### src/rtl/jt7759_seq.sv
// rtl/jt7759_seq.sv - sample-number command queue and start/busy sequencer for jt7759
//
// Queues sample numbers and plays them one at a time on a jt7759: load the
// head into din, pulse stn low, wait for busyn to go low (with a timeout),
// wait for busyn to return high, then leave an idle gap before the next sample.
//
// Ports
//   i_clk        system clock, rising edge
//   i_rstn       asynchronous active-low reset
//   i_cen        640kHz clock enable shared with jt7759; every tick counter uses it
//   i_cmd_we     one-cycle push strobe
//   i_cmd_data   sample number to push
//   i_stop       flush queue and abort sequencing
//   o_cmd_full   queue full
//   o_level      number of queued entries (0..2**QAW)
//   o_stn        jt7759 start, active low
//   o_din        sample number presented to jt7759
//   i_busyn      jt7759 busy, active low
//   o_playing    high from start pulse until sample end
//   o_done       one-clk pulse at sample end
//   o_err        one-clk pulse when busyn never went low after a start
//   o_ovf        one-clk pulse when a push was dropped
`timescale 1ns/1ps
module jt7759_seq #(
    parameter int QAW  = 2,
    parameter int STW  = 2,
    parameter int TOUT = 64,
    parameter int GAPW = 4
) (
    input  logic           i_clk,
    input  logic           i_rstn,
    input  logic           i_cen,
    input  logic           i_cmd_we,
    input  logic [7:0]     i_cmd_data,
    input  logic           i_stop,
    output logic           o_cmd_full,
    output logic [QAW:0]   o_level,
    output logic           o_stn,
    output logic [7:0]     o_din,
    input  logic           i_busyn,
    output logic           o_playing,
    output logic           o_done,
    output logic           o_err,
    output logic           o_ovf
);

    localparam int DEPTH  = 1 << QAW;
    // Zero-length pulse or gap would break the handshake, so clamp to one tick
    localparam int STW_E  = (STW  < 1) ? 1 : STW;
    localparam int GAPW_E = (GAPW < 1) ? 1 : GAPW;
    localparam int TOUT_E = (TOUT < 1) ? 1 : TOUT;
    localparam int TMAX   = (TOUT_E > STW_E) ? ((TOUT_E > GAPW_E) ? TOUT_E : GAPW_E)
                                             : ((STW_E  > GAPW_E) ? STW_E  : GAPW_E);
    localparam int CW     = $clog2(TMAX + 1);

    localparam logic [QAW:0]   LVL_FULL = (QAW+1)'(DEPTH);
    localparam logic [QAW:0]   LVL_ONE  = (QAW+1)'(1);
    localparam logic [QAW-1:0] PTR_ONE  = QAW'(1);
    localparam logic [CW-1:0]  CNT_ONE  = CW'(1);

    typedef enum logic [2:0] {
        S_IDLE, S_LOAD, S_START, S_WAITB, S_PLAY, S_GAP
    } state_t;

    state_t         r_state, w_state_n;
    logic [7:0]     r_mem [DEPTH];
    logic [QAW-1:0] r_wr_ptr, r_rd_ptr;
    logic [QAW:0]   r_level;
    logic [CW-1:0]  r_cnt;
    logic           r_stn, r_playing, r_done, r_err, r_ovf;
    logic [7:0]     r_din;

    logic w_full, w_pop, w_push, w_drop;
    logic w_stn_n, w_playing_n, w_done_n, w_err_n;
    logic w_timed;

    assign w_full = (r_level == LVL_FULL);
    // LOAD is only entered with a non-empty queue and lasts one clk
    assign w_pop  = (r_state == S_LOAD) && !i_stop;
    // A same-cycle pop frees a slot, so a push into a full queue still lands
    assign w_push = i_cmd_we && !i_stop && (!w_full || w_pop);
    assign w_drop = i_cmd_we && !i_stop && w_full && !w_pop;
    assign w_timed = (r_state == S_START) || (r_state == S_WAITB) || (r_state == S_GAP);

    always_comb begin
        w_state_n   = r_state;
        w_stn_n     = r_stn;
        w_playing_n = r_playing;
        w_done_n    = 1'b0;
        w_err_n     = 1'b0;
        if (i_stop) begin
            w_state_n   = S_IDLE;
            w_stn_n     = 1'b1;
            w_playing_n = 1'b0;
        end else begin
            case (r_state)
                S_IDLE: begin
                    // busyn low here means a sample is still sounding; let it end
                    if (r_level != '0 && i_busyn) w_state_n = S_LOAD;
                end
                S_LOAD: begin
                    w_state_n   = S_START;
                    w_stn_n     = 1'b0;
                    w_playing_n = 1'b1;
                end
                S_START: begin
                    if (i_cen && r_cnt == CW'(STW_E - 1)) begin
                        w_state_n = S_WAITB;
                        w_stn_n   = 1'b1;
                    end
                end
                S_WAITB: begin
                    if (!i_busyn) begin
                        w_state_n = S_PLAY;
                    end else if (i_cen && r_cnt == CW'(TOUT_E - 1)) begin
                        w_state_n   = S_IDLE;
                        w_err_n     = 1'b1;
                        w_playing_n = 1'b0;
                    end
                end
                S_PLAY: begin
                    if (i_busyn) begin
                        w_state_n   = S_GAP;
                        w_done_n    = 1'b1;
                        w_playing_n = 1'b0;
                    end
                end
                S_GAP: begin
                    if (i_cen && r_cnt == CW'(GAPW_E - 1)) w_state_n = S_IDLE;
                end
                default: w_state_n = S_IDLE;
            endcase
        end
    end

    always_ff @(posedge i_clk or negedge i_rstn) begin
        if (!i_rstn) begin
            r_state   <= S_IDLE;
            r_cnt     <= '0;
            r_stn     <= 1'b1;
            r_playing <= 1'b0;
            r_done    <= 1'b0;
            r_err     <= 1'b0;
        end else begin
            r_state   <= w_state_n;
            r_stn     <= w_stn_n;
            r_playing <= w_playing_n;
            r_done    <= w_done_n;
            r_err     <= w_err_n;
            // Every state entry starts its tick count from zero
            if (w_state_n != r_state) begin
                r_cnt <= '0;
            end else if (i_cen && w_timed) begin
                r_cnt <= r_cnt + CNT_ONE;
            end
        end
    end

    always_ff @(posedge i_clk or negedge i_rstn) begin
        if (!i_rstn) begin
            r_wr_ptr <= '0;
            r_rd_ptr <= '0;
            r_level  <= '0;
            r_ovf    <= 1'b0;
            r_din    <= '0;
        end else begin
            r_ovf <= w_drop;
            if (w_pop) r_din <= r_mem[r_rd_ptr];
            if (i_stop) begin
                r_wr_ptr <= '0;
                r_rd_ptr <= '0;
                r_level  <= '0;
            end else begin
                if (w_push) r_wr_ptr <= r_wr_ptr + PTR_ONE;
                if (w_pop)  r_rd_ptr <= r_rd_ptr + PTR_ONE;
                case ({w_push, w_pop})
                    2'b10:   r_level <= r_level + LVL_ONE;
                    2'b01:   r_level <= r_level - LVL_ONE;
                    default: r_level <= r_level;
                endcase
            end
        end
    end

    // Storage needs no reset: level and pointers define which entries are valid
    always_ff @(posedge i_clk) begin
        if (w_push) r_mem[r_wr_ptr] <= i_cmd_data;
    end

    assign o_cmd_full = w_full;
    assign o_level    = r_level;
    assign o_stn      = r_stn;
    assign o_din      = r_din;
    assign o_playing  = r_playing;
    assign o_done     = r_done;
    assign o_err      = r_err;
    assign o_ovf      = r_ovf;

endmodule

### config.mk
export PLATFORM = sky130hd
export DESIGN_NAME = jt7759_seq
export DESIGN_NICKNAME = d
export VERILOG_FILES = /design/src/rtl/jt7759_seq.sv
export SDC_FILE = /design/constraint.sdc
export NUM_CORES = 1
export LEC_CHECK = 0
export ABC_AREA = 1
export CAP_MARGIN = 15
export CORE_MARGIN = 2
export CORE_UTILIZATION = 50
export CTS_CLUSTER_DIAMETER = 40
export DETAILED_ROUTE_END_ITERATION = 7
export PLACE_DENSITY = 0.69
export SYNTH_ARGS = -nofsm -noshare
export SYNTH_HDL_FRONTEND = slang
export SYNTH_SLANG_ARGS = --single-unit
### constraint.sdc
create_clock -name i_clk -period 2.5 [get_ports i_clk]
set_clock_uncertainty 0.15 [all_clocks]
set_input_delay 0.5 -clock i_clk [delete_from_list [all_inputs] [get_ports i_clk]]
set_output_delay 0.5 -clock i_clk [all_outputs]
set_load 0.03 [all_outputs]
==> flow_summary.ini <==
[run_status]
outcome = finished clean

[critical_path]
critPathKind = reg -> out
worst_ep_arrival_time_ns = 1.55
cp_num_buf_inv = 1
cpPeakStageDelay_ns = 0.45
reg2reg_depth = 6
crit_required_ns = 1.85
critPathSlowestCell = dfrtp_1
critPathLaunchType = flop
cp_cell_sequence = nor3_1 -> dlygate4sd2_1
crit_family = flip-flops
worstSetupEndpointType = output pin
path_max_fanout = 5
cp.depth = 2

[pwr]
pwr-share-seq_pct = 45.1
combinationalPowerShare_pct = 25.1
power_uw = 2880
ir_drop_mv = 0.458
p_int_uw = 1980
power.leakage_uw = 0.00149
pwr-share-clk_pct = 29.8
p_sw_share_pct = 31.3
p_per_area_mw_per_mm2 = 824
power_switching_uw = 899

[cells_and_area]
final_nets = 355
nFillCells = 461
syn2layout_area_growth_pct = 21.6
final_core_util_pct = 63.0
mostFrequentLayoutCells = 65 x nor2_1, 32 x edfxtp_1, 31 x nand2_1
antenna_cells = 0
multi_input_area_um2 = 987
instances_no_fill = 411
final_common_cell = nor2_1
register_area_mm2 = 0.00171
drive_gt1_share_pct = 13.3

[clock_network]
tritoncts = yes
cts.sinks = 62
clkSlewWorstSetupHoldPaths_ns = 0.07
cts_buffers = 9
clk_path_buf_depth = 2
clkLatencyLatePin_ns = 0.34
cts-root-buf = clkbuf_8
htree_num_levels = 3

[place]
portBuffers = 30
place_congestion = 0.829
dpl.hpwl_um = 3730
dp_cells = 395

[global_routing]
grt_usage_pct = 19.1
grt_pass1_wl_um = 9110
grt_pass1_vias = 2032
antenna_found_initial = 0
grt_max_degree = 31
grt-ovfl-total = 0

[synth]
synthTopCellsByArea = edfxtp_1 33%, dfrtp_1 25%, nor2_1 8.5%, nand2_1 4.1%, o21ai_0 4.0%
syn-num-nets = 312
synth_top_area_cell = edfxtp_1
synth.top_cell.area_share_pct = 33.5
ys_ff_latch = 62
ys.flop_type = edfxtp_1
synth_area_mm2 = 0.00287
avgSynthCellArea_um2 = 9.86
ys_seq_area_share_pct = 59.7
netlist_instances = 291
synthArstFlopShare_pct = 48.4
synth.distinct_cells = 37
synth_edf_count = 32
ys_warn_count = 0

[sta]
hold_ws_ns = 0.363
drv_slew = 0
grt_setup_unrepaired = no
post-route-min-period_ns = 2.20
finalSetupViolCount = 0
fin_tns_setup_ns = 0
hold_viol = 0
fmax_ghz = 0.454
timing.slew.headroom_pct = 66.8
finalCritPeriodShare_pct = 88.1
tightest_slew_ns = 0.497

[routing]
drtPass1Iterations = 4
wl_um = 5460
antenna_left = 0
drt-initial-drc-count = 103
avgRoutedWirePerCell_um = 13.3
num_vias = 2034
drc = 0
vias_per_cell = 4.95

[die]
design.core.area_mm2 = 0.00554
boundaryPins = 31
die_w_um = 79.8
start_util_pct = 51.8
num_rows = 27
die_h_um = 79.8
dieArea_mm2 = 0.00636

[flow_run]
maxCapViolations = 0

[worst_hold_path]
min_path_type = reg -> reg
hold_depth = 2
## layout make-up
type | count | area share [%]
tap | 72 | 2.58
timing repair buffer | 40 | 10.7
clock buffer | 12 | 4.16
clock inverter | 4 | 1.36
multi-input combinational | 186 | 28.3
sequential | 62 | 49.1
inverter | 35 | 3.80
## cell usage after synthesis, types with 5 or more instances
master,count
nand2_2,5
nor3_1,5
clkbuf_1,5
ha_1,6
inv_1,29
nand3_1,15
a31oi_1,8
edfxtp_1,32
nor2_1,65
o21ai_0,23
nand2_1,31
dfrtp_1,29
## worst paths after layout
path,startpoint,slack (ns),endpoint
max in group asynchronous,i_rstn,1.47,o_stn$_DFFE_PN1P_
worst min-delay path,o_playing$_DFFE_PN0P_,0.36,o_playing$_DFFE_PN0P_
worst max-delay path,o_level[1]$_DFFE_PN0P_,0.30,o_cmd_full
min in group asynchronous,i_rstn,0.40,o_ovf$_DFF_PN0_
worst min register to register,o_playing$_DFFE_PN0P_,0.36,o_playing$_DFFE_PN0P_
worst max register to register,r_state[2]$_DFF_PN0_,0.57,o_level[1]$_DFFE_PN0P_
## state kept, by name, indices dropped and copies added, names as in the netlist, 2 cells and up
signal / cells
o_din: 8
r_rd_ptr: 2
r_state: 3
r_mem: 32
r_cnt: 7
r_wr_ptr: 2
o_level: 3
## power by group through the flow
stage	combinational [µW]	sequential, µW	clock [µW]
after floorplan	284	1460	0
after global placement	718	1310	0
after detailed placement	730	1310	0
after CTS	732	1300	875
after global routing	794	1310	921
final	723	1300	856
## worst reg2reg max path, cell delays in order, from the launching register on
cell and delay (ns):
dfrtp_1 0.50, nor3_4 0.28, nand2_2 0.12, nor2_2 0.18
fa_1 0.45, nand3_1 0.10, nand2_1 0.05
## metrics by stage
| stage | worst slack (ns) | area (µm²) |
|---|---|---|
| after floorplan | 0.242 | 2870 |
| after global placement | 0.200 | 3300 |
| after detailed placement | 0.136 | 3300 |
| after CTS | 0.288 | 3490 |
| after global routing | 0.204 | 3490 |
| final | 0.298 | 3490 |
## kinds of logic after synthesis
kind of cell | after synthesis | share of synthesized area, %
simple gates | 133 | 21.2
compound gates | 41 | 8.42
flops | 62 | 59.7
buf+inv | 43 | 5.89
fa+ha+maj | 7 | 3.31
xor+xnor | 5 | 1.53
## layer usage
metal	vias to the layer above	GRT usage (%)	part of all wire, %
met4	0	9.66	1.7
met5	-	0	0
met3	10	3.51	3.5
met2	45	32.4	50
li1	1042	-	-
met1	937	23.4	45
## timing repair
action,CTS,global route
resized for setup,1,0
buffers inserted,0,0
endpoints found under the setup margin,1,0
hold buffers,0,0
Power figures use the tool's default switching activity.
